[config.mk]
export PLATFORM = sky130hd
export DESIGN_NAME = sw_debounce
export DESIGN_NICKNAME = d
export VERILOG_FILES = /design/src/rtl/sw_pkg.sv /design/src/rtl/sw_debounce_chan.sv /design/src/rtl/sw_debounce.sv
export SDC_FILE = /design/constraint.sdc
export NUM_CORES = 1
export LEC_CHECK = 0
export ABC_CLOCK_PERIOD_IN_PS = 1600
export CAP_MARGIN = 40
export CORE_ASPECT_RATIO = 1.4
export CORE_UTILIZATION = 53
export CTS_BUF_LIST = sky130_fd_sc_hd__clkbuf_2 sky130_fd_sc_hd__clkbuf_4 sky130_fd_sc_hd__clkbuf_8
export CTS_CLUSTER_DIAMETER = 120
export DETAILED_ROUTE_END_ITERATION = 10
export GPL_ROUTABILITY_DRIVEN = 0
export PLACE_DENSITY = 0.84
export SETUP_SLACK_MARGIN = 0.05
export SLEW_MARGIN = 40
export SYNTH_ARGS = -nofsm -noshare
export SYNTH_HDL_FRONTEND = slang
export SYNTH_SLANG_ARGS = --single-unit
[constraint.sdc]
create_clock -name clk -period 1.6 [get_ports clk]
set_clock_uncertainty 0.2 [all_clocks]
set_input_delay 0.4 -clock clk [delete_from_list [all_inputs] [get_ports clk]]
set_output_delay 0.4 -clock clk [all_outputs]
set_load 0.01 [all_outputs]
[src/rtl/sw_pkg.sv]
// Shared constants and helpers for the pushbutton debouncer.
package sw_pkg;

  localparam int unsigned SwNDefault           = 4;
  localparam int unsigned SwPreDivDefault      = 1024;
  localparam int unsigned SwStableTicksDefault = 4;

  // Ceiling log2, never less than 1 so derived widths stay legal.
  function automatic int unsigned clog2(input int unsigned v);
    int unsigned r;
    r = 0;
    while ((64'd1 << r) < 64'(v)) r++;
    return (r < 1) ? 1 : r;
  endfunction

endpackage

[src/rtl/sw_debounce_chan.sv]
// One debounce channel: 2-flop synchronizer, stability counter, level and edge pulses.
module sw_debounce_chan
  import sw_pkg::*;
#(
  parameter int unsigned STABLE_TICKS = SwStableTicksDefault,
  parameter int unsigned CNT_W        = clog2(STABLE_TICKS + 1)
) (
  input  logic clk,
  input  logic rst,
  input  logic sw_n,
  input  logic tick,
  output logic level,
  output logic press,
  output logic release_p
);

  localparam logic [CNT_W-1:0] CntLast = CNT_W'(STABLE_TICKS - 1);

  logic             sync1;
  logic             sync2;
  logic             s;
  logic [CNT_W-1:0] cnt;

  // Synchronized, active-high view of the button.
  assign s = ~sync2;

  // Two-stage synchronizer, reset to the released level.
  always_ff @(posedge clk) begin
    if (rst) begin
      sync1 <= 1'b1;
      sync2 <= 1'b1;
    end else begin
      sync1 <= sw_n;
      sync2 <= sync1;
    end
  end

  // Stability counter, accepted level and one-cycle edge pulses.
  always_ff @(posedge clk) begin
    if (rst) begin
      cnt       <= '0;
      level     <= 1'b0;
      press     <= 1'b0;
      release_p <= 1'b0;
    end else begin
      press     <= 1'b0;
      release_p <= 1'b0;
      // Agreement clears the counter even on a tick, so any bounce restarts the count.
      if (s == level) begin
        cnt <= '0;
      end else if (tick) begin
        if (cnt == CntLast) begin
          level     <= s;
          cnt       <= '0;
          press     <= s;
          release_p <= ~s;
        end else begin
          cnt <= cnt + 1'b1;
        end
      end
    end
  end

endmodule

[src/rtl/sw_debounce.sv]
// Debouncer for active-low pushbuttons: shared prescaler plus N independent channels.
module sw_debounce
  import sw_pkg::*;
#(
  parameter int unsigned N            = SwNDefault,
  parameter int unsigned PRE_DIV      = SwPreDivDefault,
  parameter int unsigned PRE_W        = clog2(PRE_DIV),
  parameter int unsigned STABLE_TICKS = SwStableTicksDefault,
  parameter int unsigned CNT_W        = clog2(STABLE_TICKS + 1)
) (
  input  logic         clk,
  input  logic         rst,
  input  logic [N-1:0] sw_n,
  output logic [N-1:0] level,
  output logic [N-1:0] press,
  // "release" is a reserved word, hence the suffix.
  output logic [N-1:0] release_p
);

  localparam logic [PRE_W-1:0] PreLast = PRE_W'(PRE_DIV - 1);

  logic [PRE_W-1:0] pre;
  logic             tick;

  // With PRE_DIV == 1 the counter sits at 0 and tick is permanently high.
  assign tick = (pre == PreLast);

  // Free-running prescaler, wraps after PRE_DIV cycles.
  always_ff @(posedge clk) begin
    if (rst) begin
      pre <= '0;
    end else if (tick) begin
      pre <= '0;
    end else begin
      pre <= pre + 1'b1;
    end
  end

  for (genvar i = 0; i < N; i++) begin : g_chan
    sw_debounce_chan #(
      .STABLE_TICKS(STABLE_TICKS),
      .CNT_W       (CNT_W)
    ) u_chan (
      .clk      (clk),
      .rst      (rst),
      .sw_n     (sw_n[i]),
      .tick     (tick),
      .level    (level[i]),
      .press    (press[i]),
      .release_p(release_p[i])
    );
  end

endmodule

==> run metrics, run 1 <==
Register Area 852 sq um; Final Max Slew Viols 0; Worst Setup SP pre[1]$_SDFF_PP0_; DIE AREA 3810 sq um; initial antenna violation count 0; CP startpoint kind register; top post-synthesis cells by area dfxtp_1, buf_4, nand3b_1, mux2i_1, ha_1; cells on worst reg2reg path 5; Crit Reg-Reg Startpoint pre[1]$_SDFF_PP0_; R2R setup slack -0.04 ns; Root Buffer clkbuf_8; Max-Cap Viols 0; CP endpoint kind register; Syn Area/Cell 10.3 sq um; Syn-to-layout area delta 26.3%; CTS tree built; XOR/XNOR Fraction of Synth Area 3.25%; PnR worst setup slack -0.0425 ns; H-tree depth reported by CTS 2; DR vias/cell 5.86; yosys warns 0; n_diodes 0; Hold Path Depth 1; Starting Density 55.9%; largest net degree at the start of global routing 21; Hold Path End g_chan[1].u_chan.sync2$_SDFF_PP1_; Tcrit/Tclk final 103%; fill count 236; CTS max path bufs 2; Compound-Gate Fraction of Synth Area 9.07%; Seq cells post-synth 42; Synth Net Count 194; simple logic cell fraction of the synthesized area 27.8%; Synth Instances 183; Setup-failing EPs final 1; synth unique cells 43; post-synthesis mux area share 3.71%; crit path kind register to register; HP Class register to register; layout cells sized above 1 38.6%; via count 1,495; Power Density 806 nW/um^2; clock latency on the worst-skew pair 0.30 ns; failing checks setup timing; DR WL/cell 17.9 um; Port-buffer cells 17; post-route cell area 2390 sq um; DIE HEIGHT 72.6 um; CTS Buf Count 5; Seq/Total Area, Yosys 44.5%; placed cell area 2160 sq um; CORE AREA 3380 sq um; area of the mapped netlist 1890 sq um; DP Wirelength 2770 um; Row Count 25; Detailed Routing Iterations Pass 1 4; Pleak 0.922 nW; Fmax 609 MHz; vias in the first global route 1,459; Layout Nets 225; relative slew slack 75.0%; Synth area leader dfxtp_1; global route total overflow 0; peak supply drop 0.793 mV; hold path startpoint g_chan[1].u_chan.sync1$_SDFF_PP1_; main combinational cell family by area after synthesis simple AND/OR/NAND/NOR gates; first-pass GRT wire length 6480 um; total wire length 4570 um; reg2reg end g_chan[1].u_chan.level$_SDFFE_PP0P_; RSZ-0062 raised after global routing yes; Final Critical Period 1.64 ns; Worst EP arrival 1.64 ns; 1st-iter DRT viols 57; final design utilization 70.6%; adder and majority gate portion of the synthesized area 3.31%; Req. time, crit path 1.59 ns; worst-path fanout max 3; clock sinks 42; antenna-violating nets left 0; GRT Util Overall 23.6%; Yosys top cell area share 44.5%; Slew @ Worst Pin 0.372 ns; clk slew on worst S/H paths 0.08 ns; Fin. Hold Viols 0; I/O Pins 18; Die Wd 52.5 um; status complete, but fails checks; DR DRC count 0; multi-input logic area 1000 sq um
## how the worst max path moves through the flow
stage / cells after the start / endpoint
after CTS: 5 / g_chan[2].u_chan.cnt[0]$_SDFFE_PP0N_
after global placement: 3 / g_chan[1].u_chan.cnt[0]$_SDFFE_PP0N_
after global routing: 5 / g_chan[1].u_chan.level$_SDFFE_PP0P_
after floorplan: 5 / g_chan[1].u_chan.cnt[1]$_SDFFE_PP0N_
final: 5 / g_chan[1].u_chan.level$_SDFFE_PP0P_
after detailed placement: 4 / g_chan[3].u_chan.cnt[2]$_SDFFE_PP0N_
## per-layer routing
metal	vias up	share of wire, %	GRT usage (%)
met2	36	55	43.5
met5	-	0	0
met4	0	2.3	10.2
li1	718	-	-
met1	733	39	23.5
met3	8	3.1	7.29
## logic make-up after synthesis
logic type	Yosys count
AND/OR/NAND/NOR	73
adder cells (fa/ha/maj)	5
XOR/XNOR	7
buffers and inverters	25
multiplexers	7
AO/OA/AOI/OAI	24
flip-flops	42
## power breakdown
group | internal [mW] | switching, mW
sequential | 1.06 | 0.0226
clock | 0.365 | 0.368
combinational | 0.0565 | 0.0473
## final cells by class
class | count | share of cell area (%)
Timing Repair Buffer | 46 | 15.8
Clock inverter | 1 | 0.210
Clock buffer | 7 | 3.78
Sequential cell | 42 | 35.7
Tap cell | 40 | 2.10
Multi-Input combinational cell | 116 | 42.0
Inverter | 3 | 0.472
## metrics by stage
step	std cells	power, mW	hold slack [ns]	TNS [ns]	worst slack, ns
2_1_floorplan	183	1.16	0.189	-0.0275	-0.0138
3_3_place_gp	241	1.20	0.193	-4.71	-0.248
3_5_place_dp	241	1.20	0.194	-7.12	-0.297
4_1_cts	250	1.91	0.214	0	0.0146
5_1_grt	255	1.98	0.232	-0.250	-0.0648
6_report	255	1.92	0.213	-0.0425	-0.0425
## cells in the mapped netlist
library cell,count
or2_2,10
nor4_2,4
nor3_2,1
xor2_1,2
inv_1,3
o21ai_0,3
a31oi_1,1
nand4b_1,3
nor2b_1,4
buf_2,3
or3_1,3
nor4b_1,1
a21oi_1,6
buf_6,2
mux2i_1,7
o31ai_1,2
nor2_1,4
a311oi_1,4
and4_1,2
buf_4,12
nor4_1,2
clkbuf_1,5
nand4bb_1,2
or4_1,3
nand3_1,2
nor3_1,2
ha_1,5
nand2b_1,5
nand3_2,1
nand3b_1,10
nand3_4,1
xnor2_1,5
nand2_1,7
dfxtp_1,42
a211oi_1,2
a41oi_1,4
nand4_2,1
a211oi_2,1
nand4_1,2
nor3b_1,1
or4bb_1,1
o211ai_1,1
or4b_1,1
## sequential cells by signal (all words and copies together), names as in the netlist
name	count
pre	10
g_chan.u_chan.cnt	12
g_chan.u_chan.release_p	4
g_chan.u_chan.press	4
g_chan.u_chan.sync2	4
g_chan.u_chan.sync1	4
g_chan.u_chan.level	4
## cell usage in the layout (no fill, tap or decap), types with 3 or more instances in the layout
master / n
dfxtp_1: 33
buf_4: 25
or2_2: 10
nand3b_1: 10
dfxtp_2: 9
dlygate4sd2_1: 9
nand2_1: 7
mux2i_1: 7
clkbuf_8: 6
nand2b_1: 5
xnor2_1: 5
a21oi_1: 5
nor4_2: 5
nor2_1: 4
clkdlybuf4s50_1: 4
buf_6: 4
inv_1: 3
o21ai_0: 3
or3_1: 3
nand4b_1: 3
ha_1: 3
clkbuf_2: 3
## worst max-delay path, cell delays in order, from the launching register on
cell	delay (ns)
dfxtp_2	0.36
ha_4	0.15
and4_4	0.26
buf_6	0.12
a41oi_1	0.14
a311oi_1	0.30
## repair_timing
| item | in CTS | in global routing |
|---|---|---|
| hold buffers | 0 | 0 |
| gates resized for setup | 27 | 23 |
| hold endpoints to repair | 0 | 0 |
| setup buffers | 1 | 5 |
| endpoints found under the setup margin | 36 | 26 |
| gates cloned | 0 | 0 |
| pin swaps | 4 | 8 |
No activity file was read; power rests on OpenSTA's default activity.
==> run 2: changes to the inputs <==
--- a/config.mk
+++ b/config.mk
@@ -6,7 +6,6 @@
 export NUM_CORES = 1
 export LEC_CHECK = 0
 export ABC_CLOCK_PERIOD_IN_PS = 1600
-export CAP_MARGIN = 40
 export CORE_ASPECT_RATIO = 1.4
 export CORE_UTILIZATION = 53
 export CTS_BUF_LIST = sky130_fd_sc_hd__clkbuf_2 sky130_fd_sc_hd__clkbuf_4 sky130_fd_sc_hd__clkbuf_8
@@ -15,7 +14,6 @@
 export GPL_ROUTABILITY_DRIVEN = 0
 export PLACE_DENSITY = 0.84
 export SETUP_SLACK_MARGIN = 0.05
-export SLEW_MARGIN = 40
 export SYNTH_ARGS = -nofsm -noshare
 export SYNTH_HDL_FRONTEND = slang
 export SYNTH_SLANG_ARGS = --single-unit
==> results of run 2 <==
Final layout, timing and power as in run 1 (identical DEF).
==> run 3: changes to the inputs <==
--- a/config.mk
+++ b/config.mk
@@ -12,6 +12,7 @@
 export CTS_CLUSTER_DIAMETER = 120
 export DETAILED_ROUTE_END_ITERATION = 10
 export GPL_ROUTABILITY_DRIVEN = 0
+export GPL_TIMING_DRIVEN = 0
 export PLACE_DENSITY = 0.84
 export SETUP_SLACK_MARGIN = 0.05
 export SYNTH_ARGS = -nofsm -noshare
==> run metrics, run 3 (synthesis results as in run 1) <==
clk slew on worst S/H paths 0.08 ns; Row Count 25; RSZ-0062 raised after global routing yes; total wire length 4810 um; CP top delay family simple AND/OR/NAND/NOR gates; CP endpoint kind register; Fin. Hold Viols 0; DR DRC count 0; clock sinks 42; GRT Util Overall 27.6%; DR vias/cell 6.05; Slew @ Worst Pin 0.419 ns; CP startpoint kind register; DP Wirelength 2720 um; Root Buffer clkbuf_8; PnR worst setup slack -0.0935 ns; first-pass GRT wire length 7480 um; vias in the first global route 1,614; CP bufs+invs 2; Max-Cap Viols 0; layout cells sized above 1 46.2%; Layout Nets 236; cells on worst reg2reg path 6; most frequent cells in the layout dfxtp_1, buf_4, or2_2, nand3b_1, dfxtp_2; n_diodes 0; CTS Hold Bufs 0; Pwr Total 1.85 mW; largest net degree at the start of global routing 13; Max stage delay on crit path 0.36 ns; CTS Buf Count 5; H-tree depth reported by CTS 2; Fmax 591 MHz; Slowest-stage cell, CP dfxtp_2; failing checks setup timing; Hold Path Depth 1; most common cell after layout, fill and taps aside dfxtp_1; clock latency on the worst-skew pair 0.30 ns; Pleak 0.999 nW; Port-buffer cells 17; hold path startpoint g_chan[2].u_chan.sync1$_SDFF_PP1_; top flop regs g_chan.u_chan.cnt x12, pre x10; Tcrit/Tclk final 106%; Final Critical Period 1.69 ns; 1st-iter DRT viols 54; DIE AREA 3810 sq um; Syn-to-layout area delta 33.7%; Hold Path End g_chan[2].u_chan.sync2$_SDFF_PP1_; global route total overflow 0; CTS tree built; max reg flops 12; antenna-violating nets left 0; relative slew slack 71.9%; worst-path fanout max 5; Detailed Routing Iterations Pass 1 4; Die Wd 52.5 um; Req. time, crit path 1.62 ns; most flop-heavy register g_chan.u_chan.cnt; Non-Filler Instances 265; Crit Reg-Reg Startpoint pre[0]$_SDFF_PP0_; Cell Count Post-Placement 240; Starting Density 55.9%; DR WL/cell 18.2 um; CTS max path bufs 2; crit-path cells ha_4, and4_1, buf_6, nand3_4, buf_4, nor4_1; crit path kind register to register; Power Density 734 nW/um^2; CORE AREA 3380 sq um; peak supply drop 0.798 mV; status complete, but fails checks; via count 1,603; Setup WS pre-CTS -0.749 ns; Setup-failing EPs final 17; HP Class register to register; initial antenna violation count 0; Worst EP arrival 1.71 ns; reg2reg end g_chan[2].u_chan.release_p$_SDFF_PP0_; DIE HEIGHT 72.6 um; I/O Pins 18; Final Max Slew Viols 0; R2R setup slack -0.09 ns
run 3: changes by cell type in the layout (fill, tap and decap cells not counted), sizes merged:
| cell | previous run | this run |
|---|---|---|
| clkinv | 1 | 2 |
| dlygate4sd2 | 9 | 1 |
| clkdlybuf4s15 | 1 | 0 |
| clkbuf | 10 | 17 |
| buf | 29 | 40 |
run 3: where the power goes:
part	internal (mW)	total [mW]	switching (mW)
sequential	1.06	1.08	0.0158
clock	0.293	0.658	0.365
combinational	0.0624	0.120	0.0580
total	1.42	1.85	0.438
run 3: worst max path at each step:
| stage | start | endpoint | slack [ns] | depth (start not counted) |
|---|---|---|---|---|
| 2_1_floorplan | pre[1]$_SDFF_PP0_ | g_chan[1].u_chan.cnt[1]$_SDFFE_PP0N_ | -0.01 | 5 |
| 3_3_place_gp | rst | g_chan[1].u_chan.release_p$_SDFF_PP0_ | -0.69 | 4 |
| 3_5_place_dp | rst | g_chan[1].u_chan.release_p$_SDFF_PP0_ | -0.75 | 4 |
| 4_1_cts | pre[0]$_SDFF_PP0_ | g_chan[0].u_chan.press$_SDFF_PP0_ | -0.02 | 6 |
| 5_1_grt | pre[0]$_SDFF_PP0_ | pre[7]$_SDFF_PP0_ | -0.13 | 6 |
| 6_report | pre[0]$_SDFF_PP0_ | g_chan[2].u_chan.release_p$_SDFF_PP0_ | -0.09 | 6 |
run 3: per-stage QoR:
| step | hold WS (ns) | TNS [ns] | instance area [sq um] | util [%] |
|---|---|---|---|---|
| floorplan | 0.189 | -0.0275 | 1910 | - |
| global placement | 0.192 | -23.11 | 2130 | 63.1 |
| detailed placement | 0.203 | -24.20 | 2130 | 63.1 |
| CTS | 0.220 | -0.0305 | 2480 | 73.3 |
| global route | 0.243 | -1.44 | 2530 | 74.8 |
| finish | 0.219 | -0.505 | 2530 | 74.8 |
run 3: final cells by class:
cell class              instances  area (sq um)
inverters                       3          11.3
plain buffers                  22           186
clock buffers                   5          68.8
clock inverters                 2          10.0
repair buffers                 35           304
multi-input cells             116          1030
well taps                      40          50.0
fillers                       216           852
flip-flops and latches         42           863
run 3: routing by layer:
| layer | vias up | wire length (um) | global-route usage [%] |
|---|---|---|---|
| li1 | 739 | - | - |
| met1 | 789 | 1820 | 29.1 |
| met2 | 54 | 2600 | 47.0 |
| met3 | 21 | 183 | 7.08 |
| met4 | 0 | 204 | 17.8 |
| met5 | - | 0 | 0 |
run 3: timing repair:
item	4_1_cts	5_1_grt
buffers inserted	14	2
pin swaps	11	6
resized for setup	74	24
cloned	2	0
setup endpoints to repair	53	37
